<file path="config.mk">
export PLATFORM = sky130hd
export DESIGN_NAME = csa_resolve
export DESIGN_NICKNAME = d
export VERILOG_FILES = /design/src/rtl/csa_pkg.sv /design/src/rtl/csa_chunk_adder.sv /design/src/rtl/csa_resolve.sv
export SDC_FILE = /design/constraint.sdc
export NUM_CORES = 1
export LEC_CHECK = 0
export ABC_CLOCK_PERIOD_IN_PS = 2500
export CORE_UTILIZATION = 35
export DETAILED_ROUTE_END_ITERATION = 12
export SLEW_MARGIN = 20
export SYNTH_ARGS = -nofsm -noshare
export SYNTH_HDL_FRONTEND = slang
export SYNTH_HIERARCHICAL = 1
export SYNTH_SLANG_ARGS = --single-unit
</file>
<file path="constraint.sdc">
create_clock -name clk -period 2.5 [get_ports clk]
set_input_delay 0.375 -clock clk [delete_from_list [all_inputs] [get_ports clk]]
set_output_delay 0.375 -clock clk [all_outputs]
set_load 0.01 [all_outputs]
</file>
<file path="src/rtl/csa_pkg.sv">
// Shared types and sizing helpers for the carry-save resolution stage.
package csa_pkg;

    // Control states of the resolution FSM.
    typedef enum logic [1:0] {
        IDLE = 2'd0,
        BUSY = 2'd1,
        DONE = 2'd2
    } state_t;

    // Number of chunks needed to cover the W+1 significant bits of the operands.
    function automatic int nchk(input int w, input int chunk);
        return (w + chunk) / chunk;
    endfunction

    // Width of an index able to count n items, never narrower than one bit.
    function automatic int idx_w(input int n);
        return (n <= 1) ? 1 : $clog2(n);
    endfunction

endpackage

</file>
<file path="src/rtl/csa_chunk_adder.sv">
// Combinational CHUNK-bit ripple adder with carry in and carry out.
module csa_chunk_adder #(
    parameter int CHUNK = 1
) (
    input  logic [CHUNK-1:0] a,
    input  logic [CHUNK-1:0] b,
    input  logic             cin,
    output logic [CHUNK-1:0] s,
    output logic             cout
);

    // Ripple the carry bit by bit from cin up to cout.
    always_comb begin
        logic [CHUNK:0] carry;
        // NOTE: every output gets a value before the loop so no path leaves it unassigned
        // (no latch), and blocking '=' is required here because each bit reads the carry
        // just written by the previous iteration.
        s        = '0;
        carry    = '0;
        carry[0] = cin;
        for (int i = 0; i < CHUNK; i++) begin
            s[i]       = a[i] ^ b[i] ^ carry[i];
            carry[i+1] = (a[i] & b[i]) | (carry[i] & (a[i] ^ b[i]));
        end
        cout = carry[CHUNK];
    end

endmodule

</file>
<file path="src/rtl/csa_resolve.sv">
// Multi-cycle carry-propagate resolution of a carry-save pair: sum = s + (c << 1).
module csa_resolve
    import csa_pkg::*;
#(
    parameter int W     = 4,
    parameter int CHUNK = 1
) (
    input  logic         clk,
    input  logic         rst_n,
    input  logic         in_valid,
    output logic         in_ready,
    input  logic [W-1:0] in_s,
    input  logic [W-1:0] in_c,
    output logic         out_valid,
    input  logic         out_ready,
    output logic [W+1:0] sum
);

    localparam int             NCHK   = nchk(W, CHUNK);
    localparam int             KW     = idx_w(NCHK);
    localparam logic [KW-1:0]  K_LAST = KW'(NCHK - 1);

    state_t          state_q;
    state_t          state_d;
    logic [W:0]      a_q;
    logic [W:0]      b_q;
    logic            carry_q;
    logic [KW-1:0]   k_q;
    logic [W+1:0]    sum_q;

    logic            accept;
    logic            last;
    int              base;
    logic [CHUNK-1:0] a_chk;
    logic [CHUNK-1:0] b_chk;
    logic [CHUNK-1:0] s_chk;
    logic             c_out;

    assign accept = (state_q == IDLE) && in_valid;
    assign last   = (state_q == BUSY) && (k_q == K_LAST);

    // Select chunk k of both operands; bits above W shift in as zero.
    always_comb begin
        base  = int'(k_q) * CHUNK;
        a_chk = CHUNK'(a_q >> base);
        b_chk = CHUNK'(b_q >> base);
    end

    csa_chunk_adder #(.CHUNK(CHUNK)) u_adder (
        .a    (a_chk),
        .b    (b_chk),
        .cin  (carry_q),
        .s    (s_chk),
        .cout (c_out)
    );

    // State register.
    always_ff @(posedge clk or negedge rst_n) begin
        // NOTE: sequential state uses non-blocking '<=' so all registers update together on the edge.
        if (!rst_n) state_q <= IDLE;
        else        state_q <= state_d;
    end

    // Next-state logic: accept in IDLE, step through chunks in BUSY, hold in DONE until consumed.
    always_comb begin
        state_d = state_q;
        unique case (state_q)
            IDLE:    if (in_valid)       state_d = BUSY;
            BUSY:    if (k_q == K_LAST)  state_d = DONE;
            DONE:    if (out_ready)      state_d = IDLE;
            default:                     state_d = IDLE;
        endcase
    end

    // Handshake outputs decoded from the current state.
    always_comb begin
        in_ready  = (state_q == IDLE);
        out_valid = (state_q == DONE);
    end

    // Operand capture and chunk-by-chunk accumulation of the result.
    // A partial top chunk deposits the carry out of bit W straight into sum[W+1];
    // a full top chunk hands it over through c_out instead, so both are merged on the last step.
    always_ff @(posedge clk or negedge rst_n) begin
        if (!rst_n) begin
            a_q     <= '0;
            b_q     <= '0;
            carry_q <= 1'b0;
            k_q     <= '0;
            sum_q   <= '0;
        end else if (accept) begin
            a_q     <= {1'b0, in_s};
            b_q     <= {in_c, 1'b0};
            carry_q <= 1'b0;
            k_q     <= '0;
            sum_q   <= '0;
        end else if (state_q == BUSY) begin
            sum_q   <= sum_q
                     | ((W+2)'(s_chk) << base)
                     | (last ? {c_out, {(W+1){1'b0}}} : '0);
            carry_q <= c_out;
            k_q     <= k_q + 1'b1;
        end
    end

    assign sum = sum_q;

endmodule

</file>
==> impl_metrics.xml <==
<?xml version="1.0" encoding="UTF-8"?>
<metrics>
  <group name="critical_path">
    <metric name="critical_path.max_fanout" unit="">3</metric>
    <metric name="critPathLaunchType" unit="">flip-flop</metric>
    <metric name="cp_data_required_time" unit="ns">2.70</metric>
    <metric name="timing.critical_path.arrival" unit="ns">2.40</metric>
    <metric name="critPathCaptureType" unit="">flip-flop</metric>
    <metric name="criticalPathCategory" unit="">reg -&gt; reg</metric>
  </group>
  <group name="global_routing">
    <metric name="global_route_wire_length_before_repair" unit="mm">2.97</metric>
    <metric name="first_global_vias" unit="">652</metric>
    <metric name="globalRouteTotalUtil" unit="%">14.8</metric>
    <metric name="grt_start_max_net_pins" unit="">21</metric>
    <metric name="grt-ovfl-total" unit="">0</metric>
    <metric name="grt_antenna_before_repair" unit="">0</metric>
  </group>
  <group name="yosys">
    <metric name="ys_top_cells_by_area" unit="">sky130_fd_sc_hd__dfrtp_1 53%, sky130_fd_sc_hd__mux2_2 11%, sky130_fd_sc_hd__a22o_1 5.6%</metric>
    <metric name="commonest_cells_in_the_netlist" unit="">20 x sky130_fd_sc_hd__dfrtp_1, 9 x sky130_fd_sc_hd__mux2_2, 6 x sky130_fd_sc_hd__a22o_1</metric>
    <metric name="syn-mean-instance-area" unit="um^2">13.4</metric>
    <metric name="synth.cell_area" unit="um^2">940</metric>
    <metric name="synth.lib_cells_used.distinct" unit="">28</metric>
    <metric name="synth_flop_cell" unit="">sky130_fd_sc_hd__dfrtp_1</metric>
    <metric name="synth_cells" unit="">70</metric>
    <metric name="synth-seq-area-share" unit="%">53.3</metric>
    <metric name="synth-edff-count" unit="">0</metric>
    <metric name="synth.net_count" unit="">85</metric>
    <metric name="async_set_reset_flop_share_out_of_synthesis" unit="%">100</metric>
    <metric name="synth_top_cell_area_share" unit="%">53.3</metric>
    <metric name="yosysTopAreaCell" unit="">sky130_fd_sc_hd__dfrtp_1</metric>
    <metric name="yosys_register_bits" unit="">20</metric>
    <metric name="yosysWarningCount" unit="">6</metric>
    <metric name="synth.most_common_cell" unit="">sky130_fd_sc_hd__dfrtp_1</metric>
  </group>
  <group name="power_and_ir_drop">
    <metric name="power.combinational.fraction" unit="%">48.9</metric>
    <metric name="power.switching" unit="mW">0.483</metric>
    <metric name="power_per_cell_area" unit="nW/um^2">1190</metric>
    <metric name="internal_power" unit="mW">0.933</metric>
    <metric name="ir_worst_vdd" unit="V">0.000602</metric>
    <metric name="switching_share" unit="%">34.1</metric>
    <metric name="power.static_leakage" unit="nW">0.525</metric>
    <metric name="p_clk_share" unit="%">10.5</metric>
    <metric name="power.share.sequential" unit="%">40.6</metric>
  </group>
  <group name="die">
    <metric name="die_area" unit="um^2">2900</metric>
    <metric name="pin_count" unit="">20</metric>
    <metric name="die_width" unit="um">53.8</metric>
    <metric name="placement_rows" unit="">18</metric>
    <metric name="starting_density" unit="%">37.6</metric>
    <metric name="dieHeight" unit="um">53.8</metric>
    <metric name="core-area" unit="um^2">2500</metric>
  </group>
  <group name="run">
    <metric name="drv.max_cap_violation_count" unit="">0</metric>
  </group>
  <group name="routing">
    <metric name="postRouteAntennaNets" unit="">0</metric>
    <metric name="vias" unit="">641</metric>
    <metric name="total_iterations_of_the_first_detailed_routing_run" unit="">4</metric>
    <metric name="drt_drc_violations_left" unit="">0</metric>
    <metric name="route.detailed.wl_per_inst" unit="um">13.5</metric>
    <metric name="drt_first_iter_violations" unit="">5</metric>
    <metric name="viasPerCell" unit="">5.25</metric>
    <metric name="totalWireLength" unit="mm">1.65</metric>
  </group>
  <group name="timing">
    <metric name="setup_viol_count_final" unit="">0</metric>
    <metric name="worst-slew-pin-transition" unit="ns">0.370</metric>
    <metric name="timing.setup.tns" unit="ns">0</metric>
    <metric name="rsz_0062_raised_after_global_routing" unit="">no</metric>
    <metric name="timing.final.crit_share" unit="%">88.2</metric>
    <metric name="final_period_minus_worst_setup_slack" unit="ns">2.21</metric>
    <metric name="fin_skew" unit="ns">0.00829</metric>
    <metric name="fmax" unit="GHz">0.453</metric>
    <metric name="endpoints_failing_hold" unit="">0</metric>
    <metric name="slew-limit-headroom" unit="%">75.3</metric>
    <metric name="drv_slew" unit="">0</metric>
  </group>
  <group name="clock_tree">
    <metric name="ctsResizeCount" unit="">0</metric>
    <metric name="ctsLongestPathBuffers" unit="">2</metric>
    <metric name="cts.sinks" unit="">20</metric>
    <metric name="worst_skew_pair.late_latency" unit="ns">0.30</metric>
    <metric name="post_cts_hold_buffer_count" unit="">0</metric>
    <metric name="path_clk_slew" unit="ns">0.11</metric>
    <metric name="clock_tree.htree_level_count" unit="">1</metric>
    <metric name="postCtsSetupBuffers" unit="">0</metric>
    <metric name="cts_tree" unit="">yes</metric>
    <metric name="root_buffer" unit="">sky130_fd_sc_hd__clkbuf_4</metric>
    <metric name="cts-buffers-inserted" unit="">3</metric>
  </group>
  <group name="placement">
    <metric name="routabilityCongestion" unit="">0.816</metric>
    <metric name="placed_cell_area" unit="um^2">1170</metric>
    <metric name="dp.final_hpwl" unit="mm">1.24</metric>
    <metric name="io_buffer_count" unit="">19</metric>
  </group>
  <group name="layout">
    <metric name="synthToLayoutAreaGrowth" unit="%">26.8</metric>
    <metric name="finalNetCount" unit="">109</metric>
    <metric name="fill_cells" unit="">236</metric>
    <metric name="final_area" unit="um^2">1190</metric>
    <metric name="drive_above_1_share" unit="%">22.8</metric>
    <metric name="diodes" unit="">0</metric>
  </group>
  <group name="worst_hold_path">
    <metric name="min-delay-path-class" unit="">in -&gt; async</metric>
  </group>
  <group name="outcome">
    <metric name="run_status" unit="">finished clean</metric>
  </group>
</metrics>
-- through the flow --
step           utilization (%)  setup WS, ns  hold slack [ns]  instances  total power [mW]
6_report                  47.6         0.294            0.400        122              1.42
5_1_grt                   47.6         0.192            0.410        122              1.56
4_1_cts                   47.6         0.272            0.394        122              1.44
3_5_place_dp              46.7         0.267            0.490        119              1.29
3_3_place_gp              46.7         0.331            0.487        119              1.27
2_1_floorplan                -         0.195           0.0794         70              1.06
-- worst max-delay path, cell delays in order (launching register included) --
cell and delay [ns]:
sky130_fd_sc_hd__dfrtp_1 0.38, sky130_fd_sc_hd__mux4_2 0.49, sky130_fd_sc_hd__nor2b_1 0.16, sky130_fd_sc_hd__fa_1 0.49, sky130_fd_sc_hd__and4bb_2 0.26, sky130_fd_sc_hd__and2_1 0.17, sky130_fd_sc_hd__a22o_1 0.18
-- registers in the layout, indices dropped and copies added, names as in the netlist --
name	cells
state_q	2
a_q	4
k_q	3
b_q	4
carry_q	1
sum	6
-- metal layers --
metal / vias up / routed length [um] / GRT usage (%)
met2: 18 / 818 / 24.3
met3: 4 / 60 / 3.39
li1: 299 / - / -
met5: - / 0 / 0
met1: 320 / 750 / 18.4
met4: 0 / 18 / 6.58
-- cell usage in the layout, fill, tap and decap left out, types with 2 or more instances in the layout --
master and instances:
sky130_fd_sc_hd__ha_1 2, sky130_fd_sc_hd__a32o_1 2, sky130_fd_sc_hd__clkbuf_4 3, sky130_fd_sc_hd__buf_4 3, sky130_fd_sc_hd__a22o_1 6, sky130_fd_sc_hd__o21ai_0 2
sky130_fd_sc_hd__mux2_2 9, sky130_fd_sc_hd__inv_1 2, sky130_fd_sc_hd__dfrtp_1 20, sky130_fd_sc_hd__clkdlybuf4s50_1 19, sky130_fd_sc_hd__and3b_1 2, sky130_fd_sc_hd__nor2b_1 3
sky130_fd_sc_hd__nand2_1 3
-- logic make-up (layout without fill, tap and decap cells) --
group	after synthesis	count (layout)	share of synthesized area [%]
adder cells (fa/ha/maj)	3	3	4.79
AO/OA/AOI/OAI	13	13	11.5
flip-flops	20	20	53.3
multiplexers	11	11	14.2
AND/OR/NAND/NOR	18	18	13.2
buffers and inverters	5	27	3.06
-- path summary, 6_finish.rpt --
check	to	cells after the start	slack, ns	startpoint
worst min-delay path	sum[3]	2	0.40	rst_n
min in group clk	b_q[4]	1	0.51	b_q[4]
worst min register to register	b_q[4]	1	0.51	b_q[4]
worst max register to register	sum[2]	6	0.29	k_q[0]
worst max-delay path	sum[2]	6	0.29	k_q[0]
max in group asynchronous	k_q[0]	2	1.88	rst_n
-- power by group through the flow --
stage               combinational (mW)  clock [mW]  sequential, mW
finish                           0.692       0.149           0.575
global route                     0.784       0.174           0.600
CTS                              0.703       0.160           0.579
detailed placement               0.701           0           0.587
global placement                 0.686           0           0.583
floorplan                        0.495           0           0.562
-- layout make-up --
cell class	instances	area, um^2	area share, %
Timing Repair Buffer	22	213	17.9
Clock buffer	3	22.5	1.89
Tap cell	30	37.5	3.15
Sequential cell	20	500	42.0
Inverter	2	7.51	0.630
Multi-Input combinational cell	45	410	34.5
Note: power is estimated with default switching activity, not from simulation.
